$ cat src/rtl/mem_port_arbiter.sv
// Purpose : share one single-port memory between the fetch (I) and memory-stage (D) ports.
//           D has fixed priority. After MAX_D_STREAK back-to-back D grants while I waits,
//           the next grant goes to I.
// Latency : 2 + BUSY cycles from req to ready (minimum 3 cycles: IDLE, BUSY, RESP).
// Backpr. : requesters hold req until their one-cycle ready pulse. stall_f/stall_m are
//           asserted meanwhile. mem_req is held until mem_ack (or timeout, if built in).
// Ports   : clk/rst (async active-low); I port if_*; D port d_*; memory side mem_*;
//           stall_f/stall_m to hazard logic; err pulses on a timed-out access.
// Options : `define ARB_TIMEOUT_EN aborts a BUSY access after TIMEOUT cycles without mem_ack.
module mem_port_arbiter #(
    parameter int ADDR_W       = 32,
    parameter int DATA_W       = 32,
    parameter int MAX_D_STREAK = 4,
    parameter int TIMEOUT      = 64
) (
    input  logic              clk,
    input  logic              rst,
    input  logic              if_req,
    input  logic [ADDR_W-1:0] if_addr,
    output logic [DATA_W-1:0] if_rdata,
    output logic              if_ready,
    input  logic              d_req,
    input  logic              d_we,
    input  logic [ADDR_W-1:0] d_addr,
    input  logic [DATA_W-1:0] d_wdata,
    output logic [DATA_W-1:0] d_rdata,
    output logic              d_ready,
    output logic              stall_f,
    output logic              stall_m,
    output logic              mem_req,
    output logic              mem_we,
    output logic [ADDR_W-1:0] mem_addr,
    output logic [DATA_W-1:0] mem_wdata,
    input  logic [DATA_W-1:0] mem_rdata,
    input  logic              mem_ack,
    output logic              err
);

    if (MAX_D_STREAK < 1 || MAX_D_STREAK > 15 || TIMEOUT < 1) begin : g_bad_param
        $error("mem_port_arbiter: MAX_D_STREAK must be 1..15 and TIMEOUT >= 1");
    end

    typedef enum logic [1:0] {IDLE, BUSY, RESP} state_t;

    localparam logic [3:0] STREAK_MAX = 4'(MAX_D_STREAK);

    state_t     state;
    logic       owner;      // 0 = I, 1 = D
    logic [3:0] d_streak;
    logic       grant_d;

`ifdef ARB_TIMEOUT_EN
    localparam int             CNT_W    = $clog2(TIMEOUT + 1);
    // Compare against TIMEOUT-1: the check happens during the TIMEOUT-th BUSY cycle.
    localparam logic [CNT_W-1:0] TMO_LAST = CNT_W'(TIMEOUT - 1);
    logic [CNT_W-1:0] tmo_cnt;
`else
    assign err = 1'b0;
`endif

    // D wins unless I is waiting and D has used up its streak allowance.
    assign grant_d = d_req && !(if_req && (d_streak == STREAK_MAX));

    assign stall_f = if_req & ~if_ready;
    assign stall_m = d_req & ~d_ready;

    always_ff @(posedge clk or negedge rst) begin
        if (!rst) begin
            state     <= IDLE;
            owner     <= 1'b0;
            d_streak  <= '0;
            mem_req   <= 1'b0;
            mem_we    <= 1'b0;
            mem_addr  <= '0;
            mem_wdata <= '0;
            if_rdata  <= '0;
            d_rdata   <= '0;
            if_ready  <= 1'b0;
            d_ready   <= 1'b0;
`ifdef ARB_TIMEOUT_EN
            err       <= 1'b0;
            tmo_cnt   <= '0;
`endif
        end else begin
            if_ready <= 1'b0;
            d_ready  <= 1'b0;
`ifdef ARB_TIMEOUT_EN
            err      <= 1'b0;
`endif
            case (state)
                IDLE: begin
                    if (grant_d) begin
                        owner     <= 1'b1;
                        mem_req   <= 1'b1;
                        mem_we    <= d_we;
                        mem_addr  <= d_addr;
                        mem_wdata <= d_wdata;
                        state     <= BUSY;
                        // The streak only counts D grants that made I wait.
                        if (!if_req)
                            d_streak <= '0;
                        else if (d_streak != STREAK_MAX)
                            d_streak <= d_streak + 4'd1;
`ifdef ARB_TIMEOUT_EN
                        tmo_cnt   <= '0;
`endif
                    end else if (if_req) begin
                        owner     <= 1'b0;
                        mem_req   <= 1'b1;
                        mem_we    <= 1'b0;
                        mem_addr  <= if_addr;
                        mem_wdata <= d_wdata;
                        state     <= BUSY;
                        d_streak  <= '0;
`ifdef ARB_TIMEOUT_EN
                        tmo_cnt   <= '0;
`endif
                    end
                end
                BUSY: begin
                    if (mem_ack) begin
                        mem_req <= 1'b0;
                        mem_we  <= 1'b0;
                        state   <= RESP;
                        if (owner) begin
                            d_rdata <= mem_rdata;
                            d_ready <= 1'b1;
                        end else begin
                            if_rdata <= mem_rdata;
                            if_ready <= 1'b1;
                        end
                    end
`ifdef ARB_TIMEOUT_EN
                    // A same-cycle mem_ack already took the branch above.
                    else if (tmo_cnt == TMO_LAST) begin
                        mem_req <= 1'b0;
                        mem_we  <= 1'b0;
                        state   <= RESP;
                        err     <= 1'b1;
                        if (owner) begin
                            d_rdata <= '0;
                            d_ready <= 1'b1;
                        end else begin
                            if_rdata <= '0;
                            if_ready <= 1'b1;
                        end
                    end else begin
                        tmo_cnt <= tmo_cnt + CNT_W'(1);
                    end
`endif
                end
                // No arbitration here: the owner's req is still up during its ready cycle.
                RESP:    state <= IDLE;
                default: state <= IDLE;
            endcase
        end
    end

endmodule

$ cat config.mk
export PLATFORM = sky130hd
export DESIGN_NAME = mem_port_arbiter
export DESIGN_NICKNAME = d
export VERILOG_FILES = /design/src/rtl/mem_port_arbiter.sv
export SDC_FILE = /design/constraint.sdc
export NUM_CORES = 1
export LEC_CHECK = 0
export CORE_UTILIZATION = 45
export CTS_CLUSTER_SIZE = 14
export DETAILED_ROUTE_END_ITERATION = 8
export GPL_ROUTABILITY_DRIVEN = 0
export GPL_TIMING_DRIVEN = 0
export PLACE_DENSITY = 0.89
export SLEW_MARGIN = 5
export SYNTH_ARGS = -nofsm -noshare
export SYNTH_HDL_FRONTEND = slang
export SYNTH_SLANG_ARGS = --single-unit
export TNS_END_PERCENT = 5
$ cat constraint.sdc
create_clock -name clk -period 2.97 [get_ports clk]
set_input_delay 0.7425 -clock clk [delete_from_list [all_inputs] [get_ports clk]]
set_output_delay 0.7425 -clock clk [all_outputs]
set_load 0.1 [all_outputs]
==> flow_metrics.tcl, run 1 <==
set metrics [dict create \
    ant_nets 0 \
    start_util_pct 46.2 \
    clock_latency_ns 0.41 \
    grt_usage_pct 25.5 \
    die_x_um 116 \
    cts.clk_slew.worst_paths_ns 0.05 \
    grt_max_degree 71 \
    status "finished clean" \
    slew_viol_final 0 \
    synth.top_cell.area_share_pct 59.4 \
    area_delta_synth_final_pct 59.8 \
    first_global_vias 5016 \
    gr-total-overflow 0 \
    wl_per_cell_um 18.8 \
    dp.final_hpwl_mm 12.5 \
    synthTopCellsByArea "dfrtp_1 59%, mux2_2 13%, mux2_4 7.2%, o221ai_1 4.8%, nand4_1 3.4%" \
    final-hold-violation-count 0 \
    final_cell_mix "264 x clkdlybuf4s50_1, 139 x dfrtp_1, 69 x mux2_2, 37 x inv_1, 33 x nand3_1" \
    worstPathArrival_ns 2.12 \
    worst-path-max-fanout 9 \
    cts_max_path_buffers 2 \
    layout_commonest_cell "clkdlybuf4s50_1" \
    worstSetupPathType "input port to output pin" \
    netlist-cell-type-count 29 \
    drt_first_pass_iters 7 \
    ys_ff_latch 139 \
    num_vias 4810 \
    numClockSinks 139 \
    synth.avg_cell_area_um2 13.4 \
    rows 41 \
    ys_seq_area_share_pct 59.4 \
    syn-num-nets 572 \
    finish.utilization_pct 73.9 \
    die_h_um 116 \
    synth_mux_area_share_pct 20.4 \
    setup-tns-final_ns 0 \
    ys_warn_count 0 \
    drive_above_1_share_pct 19.5 \
    fin_crit_ns 2.86 \
    ios 269 \
    htree_levels 4 \
    antennaDiodeCount 0 \
    synth_xor_area_share_pct 0 \
    finalClockSkew_ns 0.00565 \
    synth_area_um2 5860 \
    viasPerCell 5.31 \
    io_buffers 266 \
    rsz0062_at_grt "no" \
    max_freq_ghz 0.349 \
    drv_cap 0 \
    netlist_instances 436 \
    critPathLaunchType "input port" \
    worstPathRequired_ns 2.23 \
    tightest_slew_ns 1.02 \
    nNetsFinal 858 \
    wl_mm 17.0 \
    synth-simple-area-share_pct 8.03 \
    hp-class "input port to async pin" \
    core_area_um2 12700 \
    tritoncts "built" \
    antenna_found_initial 0 \
    synth_top_family_by_area "multiplexers" \
    cts_hold_buf 0 \
    cts-root-buf "clkbuf_16" \
    drtIter0Drc 404 \
    grt_pass1_wl_mm 25.8 \
    setup_violations 0 \
    drc 0 \
    end_kind "output pin" \
    cts_buffers 17 \
    finalCritPeriodShare_pct 96.4 \
    maxSlewHeadroom_pct 31.8 \
    die_area_um2 13500 \
    synth.largest_area_cell "dfrtp_1" \
    synth_compound_area_share_pct 5.98 \
    yosys.area_share.adder_pct 0.427 \
]
-- cells by family after synthesis --
group,count (synthesis)
buf+inv,73
flops,139
fa+ha+maj,2
simple gates,83
compound gates,41
other cells,1
mux,97
-- cell usage after synthesis --
cell,number
dfrtp_1,139
mux2_2,69
inv_1,37
nand3_1,33
nand4_1,32
o221ai_1,32
mux2_4,28
clkbuf_1,22
buf_2,7
buf_6,6
a22o_1,4
nand2_1,4
a32o_1,2
ha_1,2
nor2_1,2
nor2b_1,2
nor3_1,2
o21ai_0,2
a21oi_1,1
and2_1,1
and2_4,1
and3_1,1
buf_4,1
conb_1,1
nand2b_1,1
nand3b_1,1
nand4b_1,1
or2_1,1
or4b_2,1
-- layer usage --
metal | part of all wire [%] | vias up | GRT usage (%)
met5 | 0 | - | 0
met3 | 9.1 | 41 | 9.36
met1 | 37 | 2365 | 27.7
met2 | 52 | 249 | 44.4
met4 | 2.8 | 0 | 11.3
li1 | - | 2155 | -
-- worst max-delay path: stages --
cell and delay [ns]:
buf_6 0.11, nor2b_1 0.13, clkdlybuf4s50_1 1.14
-- cell type report --
cell class,instances,area [um2]
Fill cell,823,3310
Sequential cell,139,3480
Clock buffer,24,482
Buffer,36,193
Tap cell,172,215
Multi-Input combinational cell,224,2050
Timing Repair Buffer,267,2690
Inverter,37,139
Clock inverter,7,114
-- flip-flops by register name, summed over array words and instances (netlist names) --
name       flops
d_rdata       32
d_streak       4
mem_addr      32
mem_req        1
state          2
mem_wdata     32
d_ready        1
if_ready       1
mem_we         1
owner          1
if_rdata      32
-- metrics by stage --
stage                     hold slack, ns  setup WS (ns)  std cells  instance area [um2]
after floorplan                    0.447         0.0168        436                 5860
after global placement             0.474          -4.01        874                 8730
after detailed placement           0.479         -0.379        875                 8760
after CTS                          0.347          0.104        906                 9360
after global routing               0.377         0.0739        906                 9360
final                              0.338          0.106        906                 9360
-- final timing paths --
check	start	to	slack, ns	depth (start not counted)
max reg2reg	d_streak[0]	mem_addr[3]	0.84	7
max	d_req	stall_m	0.11	3
min	rst	mem_wdata[19]	0.34	1
min reg2reg	d_rdata[30]	d_rdata[30]	0.50	1
min in group clk	d_rdata[30]	d_rdata[30]	0.50	1
max in group asynchronous	rst	if_rdata[5]	1.86	2
-- repair_timing --
action / 4_1_cts / 5_1_grt
endpoints found under the setup margin: 1 / 0
gates resized for setup: 3 / 0
setup buffers: 0 / 0
Power of run 1 is not shown: default switching activity piles up to over one toggle a cycle in this logic, so the estimate is an artifact.
==> inputs of run 2 (changes only) <==
--- a/config.mk
+++ b/config.mk
@@ -6,10 +6,11 @@
 export NUM_CORES = 1
 export LEC_CHECK = 0
 export CORE_UTILIZATION = 45
-export CTS_CLUSTER_SIZE = 14
+export CTS_CLUSTER_SIZE = 10
 export DETAILED_ROUTE_END_ITERATION = 8
 export GPL_ROUTABILITY_DRIVEN = 0
 export GPL_TIMING_DRIVEN = 0
+export HOLD_SLACK_MARGIN = 0.02
 export PLACE_DENSITY = 0.89
 export SLEW_MARGIN = 5
 export SYNTH_ARGS = -nofsm -noshare
==> results of run 2 <==
No change in the layout: final DEF, timing and power equal those of run 1.
Power of run 2 is left out for the same reason.
